`config.mk`:
```
export PLATFORM = sky130hd
export DESIGN_NAME = debug_ctrl
export DESIGN_NICKNAME = d
export VERILOG_FILES = /design/src/rtl/debug_pkg.sv /design/src/rtl/debug_ctrl.sv
export SDC_FILE = /design/constraint.sdc
export NUM_CORES = 1
export LEC_CHECK = 0
export ABC_AREA = 1
export CORE_ASPECT_RATIO = 0.9
export CORE_UTILIZATION = 50
export CTS_BUF_LIST = sky130_fd_sc_hd__clkbuf_8
export DETAILED_ROUTE_END_ITERATION = 8
export GPL_TIMING_DRIVEN = 0
export HOLD_SLACK_MARGIN = 0.08
export PLACE_DENSITY = 0.88
export SLEW_MARGIN = 40
export SYNTH_ARGS = -nofsm -noshare
export SYNTH_HDL_FRONTEND = slang
export SYNTH_SLANG_ARGS = --single-unit
```
`constraint.sdc`:
```
create_clock -name clk -period 2.9 [get_ports clk]
set_input_delay 0.58 -clock clk [delete_from_list [all_inputs] [get_ports clk]]
set_output_delay 0.58 -clock clk [all_outputs]
set_load 0.01 [all_outputs]
```
`src/rtl/debug_pkg.sv`:
```
// Shared debug-controller types: host opcodes, halt cause codes and state encodings.
// Imported by the controller, the host-side decoder and the bench.
package debug_pkg;

  localparam int unsigned CAUSE_W = 3;

  typedef enum logic [1:0] {
    OP_CLEAR  = 2'b00,
    OP_RESUME = 2'b01,
    OP_STEP   = 2'b10,
    OP_RSVD   = 2'b11
  } dbg_op_e;

  typedef enum logic [CAUSE_W-1:0] {
    CAUSE_NONE     = 3'd0,
    CAUSE_SYSTEM   = 3'd1,
    CAUSE_MIS_PC   = 3'd2,
    CAUSE_MIS_ADDR = 3'd3,
    CAUSE_STEP     = 3'd4
  } halt_cause_e;

  // Status readout; both single-cycle unhalt states report DS_UNHALT
  typedef enum logic [1:0] {
    DS_RUN      = 2'd0,
    DS_HALTED   = 2'd1,
    DS_UNHALT   = 2'd2,
    DS_STEPPING = 2'd3
  } dbg_state_e;

  typedef enum logic [2:0] {
    ST_RUN      = 3'd0,
    ST_HALTED   = 3'd1,
    ST_RESUMING = 3'd2,
    ST_STEP_GO  = 3'd3,
    ST_STEPPING = 3'd4
  } fsm_state_e;

  function automatic dbg_state_e status_of(fsm_state_e s);
    case (s)
      ST_HALTED:               return DS_HALTED;
      ST_RESUMING, ST_STEP_GO: return DS_UNHALT;
      ST_STEPPING:             return DS_STEPPING;
      default:                 return DS_RUN;
    endcase
  endfunction

endpackage

```
`src/rtl/debug_ctrl.sv`:
```
// Debug/run controller: records halt cause/PC, counts halts, and serves resume/step
// commands from the host, pulsing unhalt into the halt register.
module debug_ctrl
  import debug_pkg::*;
#(
  parameter int unsigned XLEN    = 32,
  parameter int unsigned COUNT_W = 8
) (
  input  logic               clk,
  input  logic               reset_n,
  input  logic               halted,
  input  logic               system,
  input  logic               misaligned_pc,
  input  logic               misaligned_addr,
  input  logic               mem_en,
  input  logic               retire,
  input  logic [XLEN-1:0]    pc,
  input  logic               cmd_valid,
  input  logic [1:0]         cmd_op,
  output logic               cmd_ready,
  output logic               unhalt,
  output logic               step_halt,
  output logic [CAUSE_W-1:0] cause,
  output logic [XLEN-1:0]    cause_pc,
  output logic [COUNT_W-1:0] halt_count,
  output logic [1:0]         state
);

  fsm_state_e         state_q, state_d;
  halt_cause_e        cause_q, cause_d;
  logic [XLEN-1:0]    cause_pc_q, cause_pc_d;
  logic [COUNT_W-1:0] count_q, count_d;
  logic [COUNT_W-1:0] count_sat;

  dbg_op_e     op;
  halt_cause_e hit_cause;
  logic        hit;
  logic        capture_state;

  assign op            = dbg_op_e'(cmd_op);
  assign hit           = system | misaligned_pc | (mem_en & misaligned_addr);
  assign capture_state = (state_q == ST_RUN) || (state_q == ST_STEPPING);
  assign count_sat     = (count_q == '1) ? count_q : count_q + COUNT_W'(1);

  always_comb begin
    hit_cause = CAUSE_SYSTEM;
    if (misaligned_pc) begin
      hit_cause = CAUSE_MIS_PC;
    end else if (mem_en && misaligned_addr) begin
      hit_cause = CAUSE_MIS_ADDR;
    end
  end

  always_comb begin
    state_d    = state_q;
    cause_d    = cause_q;
    cause_pc_d = cause_pc_q;
    count_d    = count_q;

    // A real cause on the retire cycle outranks the step cause
    if (capture_state && !halted) begin
      if (hit) begin
        cause_d    = hit_cause;
        cause_pc_d = pc;
      end else if ((state_q == ST_STEPPING) && retire) begin
        cause_d    = CAUSE_STEP;
        cause_pc_d = pc;
      end
    end

    case (state_q)
      ST_RUN: begin
        if (halted) begin
          state_d = ST_HALTED;
          count_d = count_sat;
        end
      end
      ST_HALTED: begin
        if (cmd_valid) begin
          case (op)
            OP_CLEAR: begin
              cause_d    = CAUSE_NONE;
              cause_pc_d = '0;
              count_d    = '0;
            end
            OP_RESUME: state_d = ST_RESUMING;
            OP_STEP:   state_d = ST_STEP_GO;
            default:   state_d = ST_HALTED;
          endcase
        end
      end
      ST_RESUMING: state_d = ST_RUN;
      ST_STEP_GO:  state_d = ST_STEPPING;
      ST_STEPPING: begin
        if (halted) begin
          state_d = ST_HALTED;
          count_d = count_sat;
        end
      end
      default: state_d = ST_RUN;
    endcase
  end

  always_ff @(posedge clk or negedge reset_n) begin
    if (!reset_n) begin
      state_q    <= ST_RUN;
      cause_q    <= CAUSE_NONE;
      cause_pc_q <= '0;
      count_q    <= '0;
    end else begin
      state_q    <= state_d;
      cause_q    <= cause_d;
      cause_pc_q <= cause_pc_d;
      count_q    <= count_d;
    end
  end

  assign cmd_ready  = (state_q == ST_HALTED);
  assign unhalt     = (state_q == ST_RESUMING) || (state_q == ST_STEP_GO);
  assign step_halt  = (state_q == ST_STEPPING) && retire;
  assign cause      = cause_q;
  assign cause_pc   = cause_pc_q;
  assign halt_count = count_q;
  assign state      = status_of(state_q);

endmodule

```
==> impl_metrics.yaml <==
cts:
  clock_latency_ps: 300
  clock_path_buffers: 2
  cts_hold_buf: 0
  cts_sinks: 46
  cts_max_level: 2
  cts_repair_resize_count: 0
  numCtsBuffers: 5
  cts_setup_buffers: 0
  cts_tree: "yes"
  cts_root_buf: "clkbuf_8"
  clk_pin_slew_ps: 80
sta:
  tns_ps: 0
  setup_slack_ps: 523
  fmaxAchievable_mhz: 421
  finalSetupViolCount: 0
  slew_viol_final: 0
  clock_skew_ps: 7.59
  rsz0062_at_grt: "no"
  period_minus_slack_ps: 2380
  relSlewSlack: 0.685
  hold_viol: 0
  period_share: 0.820
  tightestPinTransition_ps: 472
synth:
  yosysWarnings: 0
  synth_flop_cell: "dfrtp_1"
  synthTopCellsByCount: "nand2_1, dfrtp_1, nor2_1"
  netlist-cell-type-count: 24
  synth_top_cell_by_area: "dfrtp_1"
  synthCells: 318
  yosysMostFrequentCell: "nand2_1"
  synth_area_per_cell_um2: 7.92
  synth_fp_nets: 364
  yosysTopAreaCellShare: 0.457
  synth-seq-area-share: 0.457
  synth_area_um2: 2520
  synth-seq-cells: 46
  synth_area_leaders: "dfrtp_1, nand2_1, nand3b_1, a21oi_1, nor2_1"
  synthArstFlopShare: 1.00
  synth-edff-count: 0
placement:
  placed_cell_area_um2: 3520
  dp.cells: 474
  place_ws_ps: 534
  dpl.hpwl_um: 4620
  numPortBuffers: 90
  place.gp.congestion: 0.814
routing:
  drt_pass1_iterations: 4
  drt_wl_total_um: 6510
  drc: 0
  avgViaCountPerCell: 5.12
  ant_nets: 0
  drtIter0Drc: 140
  wl_per_cell_um: 13.5
  vias: 2466
floorplan:
  coreArea_um2: 4830
  dieArea_um2: 5330
  chipWidth_um: 76.8
  fp.dieH_um: 69.4
  row_count: 24
  start_util: 0.521
  ios: 91
run_status:
  status: "finished clean"
global_route:
  grt_pass1_vias: 2333
  grt_max_degree: 33
  grt_pass1_wl_um: 10900
  grt_usage: 0.257
  antenna_found_initial: 0
  gr-total-overflow: 0
power:
  p_per_area_nw_per_um2: 922
  ir_drop_v: 0.000605
  power_w: 0.00335
  p_leak_nw: 1.72
cells_and_area:
  drive_above_1_share: 0.0959
  antenna_cells: 0
  final_cells: 482
  finalInstanceArea_um2: 3630
  num-fill-cells: 369
  area_growth_pct: 44.0
  nNetsFinal: 462
worst_setup_path:
  crit_fanout: 2
  endpoint_kind: "output pin"
  path_class: "input pin to output pin"
  critical_path_arrival_ps: 1800
  crit_slowest_cell: "clkdlybuf4s50_1"
  path_common_cell: "clkdlybuf4s50_1"
  cpPeakStageDelay_ps: 520
  startpoint_type: "input pin"
  cp_cell_sequence: "clkdlybuf4s50_1 -> nand3_1 -> inv_1 -> clkdlybuf4s50_1"
  required_ps: 2320
run:
  drv_cap: 0
hold_path:
  min_path_type: "input pin to asynchronous set/reset pin"
-- path summary, 6_finish.rpt --
kind	slack [ps]	start	cells after the start	to
worst max register to register	1350	state_q[0]	6	cause_pc[13]
max in group asynchronous	2350	reset_n	2	cause_pc[4]
min in group clk	550	cause[2]	2	cause[2]
worst min register to register	550	cause[2]	2	cause[2]
worst min-delay path	120	reset_n	1	cause_pc[18]
worst max-delay path	520	retire	4	step_halt
-- stage by stage --
step	hold WS, ps	utilization
4_1_cts	119	0.751
3_3_place_gp	530	0.724
6_report	121	0.751
5_1_grt	117	0.751
2_1_floorplan	284	-
3_5_place_dp	448	0.728
-- power breakdown --
group          switching, W  total, W  internal, W
Clock              0.000223  0.000476     0.000254
Combinational      0.000844   0.00178     0.000934
Sequential         0.000171   0.00109     0.000920
Total               0.00124   0.00335      0.00211
-- logic make-up (layout without fill, tap and decap cells) --
| kind of cell | Yosys count | count (layout) | synth area share |
|---|---|---|---|
| simple gates | 188 | 188 | 0.349 |
| flops | 46 | 46 | 0.457 |
| compound gates | 43 | 43 | 0.0938 |
| buf+inv | 38 | 137 | 0.0859 |
| fa+ha+maj | 3 | 3 | 0.0149 |
-- critical path, delay by kind of cell --
kind / cells / cell delay (ps)
buffers and inverters: 3 / 1090
and+or+nand+nor: 1 / 110
-- final cells by class --
cell class | instances | area (um^2) | share of cell area
Buffer | 18 | 141 | 0.0390
Clock buffer | 5 | 68.8 | 0.0190
Clock inverter | 3 | 41.3 | 0.0114
Inverter | 20 | 75.1 | 0.0207
Multi-Input combinational cell | 234 | 1150 | 0.317
Sequential cell | 46 | 1150 | 0.317
Tap cell | 65 | 81.3 | 0.0224
Timing Repair Buffer | 91 | 918 | 0.253
-- state kept, by name, indices dropped and copies added, names as in the netlist --
signal / count
halt_count: 8
cause_pc: 32
cause: 3
state_q: 3
-- routing by layer --
metal	GRT usage	up-vias	part of all wire
li1	-	1216	-
met1	0.344	1161	0.45
met2	0.425	81	0.49
met3	0.0513	8	0.052
met4	0.0684	0	0.013
met5	0	-	0
-- cells in the final DEF (no fill, tap or decap), drive strengths merged, types with 2 or more instances in the layout --
cell           instances
o21ai                  4
clkdlybuf4s50         89
nand2                 92
dfrtp                 46
nand3b                32
nor2                  51
clkbuf                 7
or2                    2
ha                     3
a21oi                 38
nand4                  2
nand3                  9
buf                   18
inv                   21
Power figures use the tool's default switching activity.
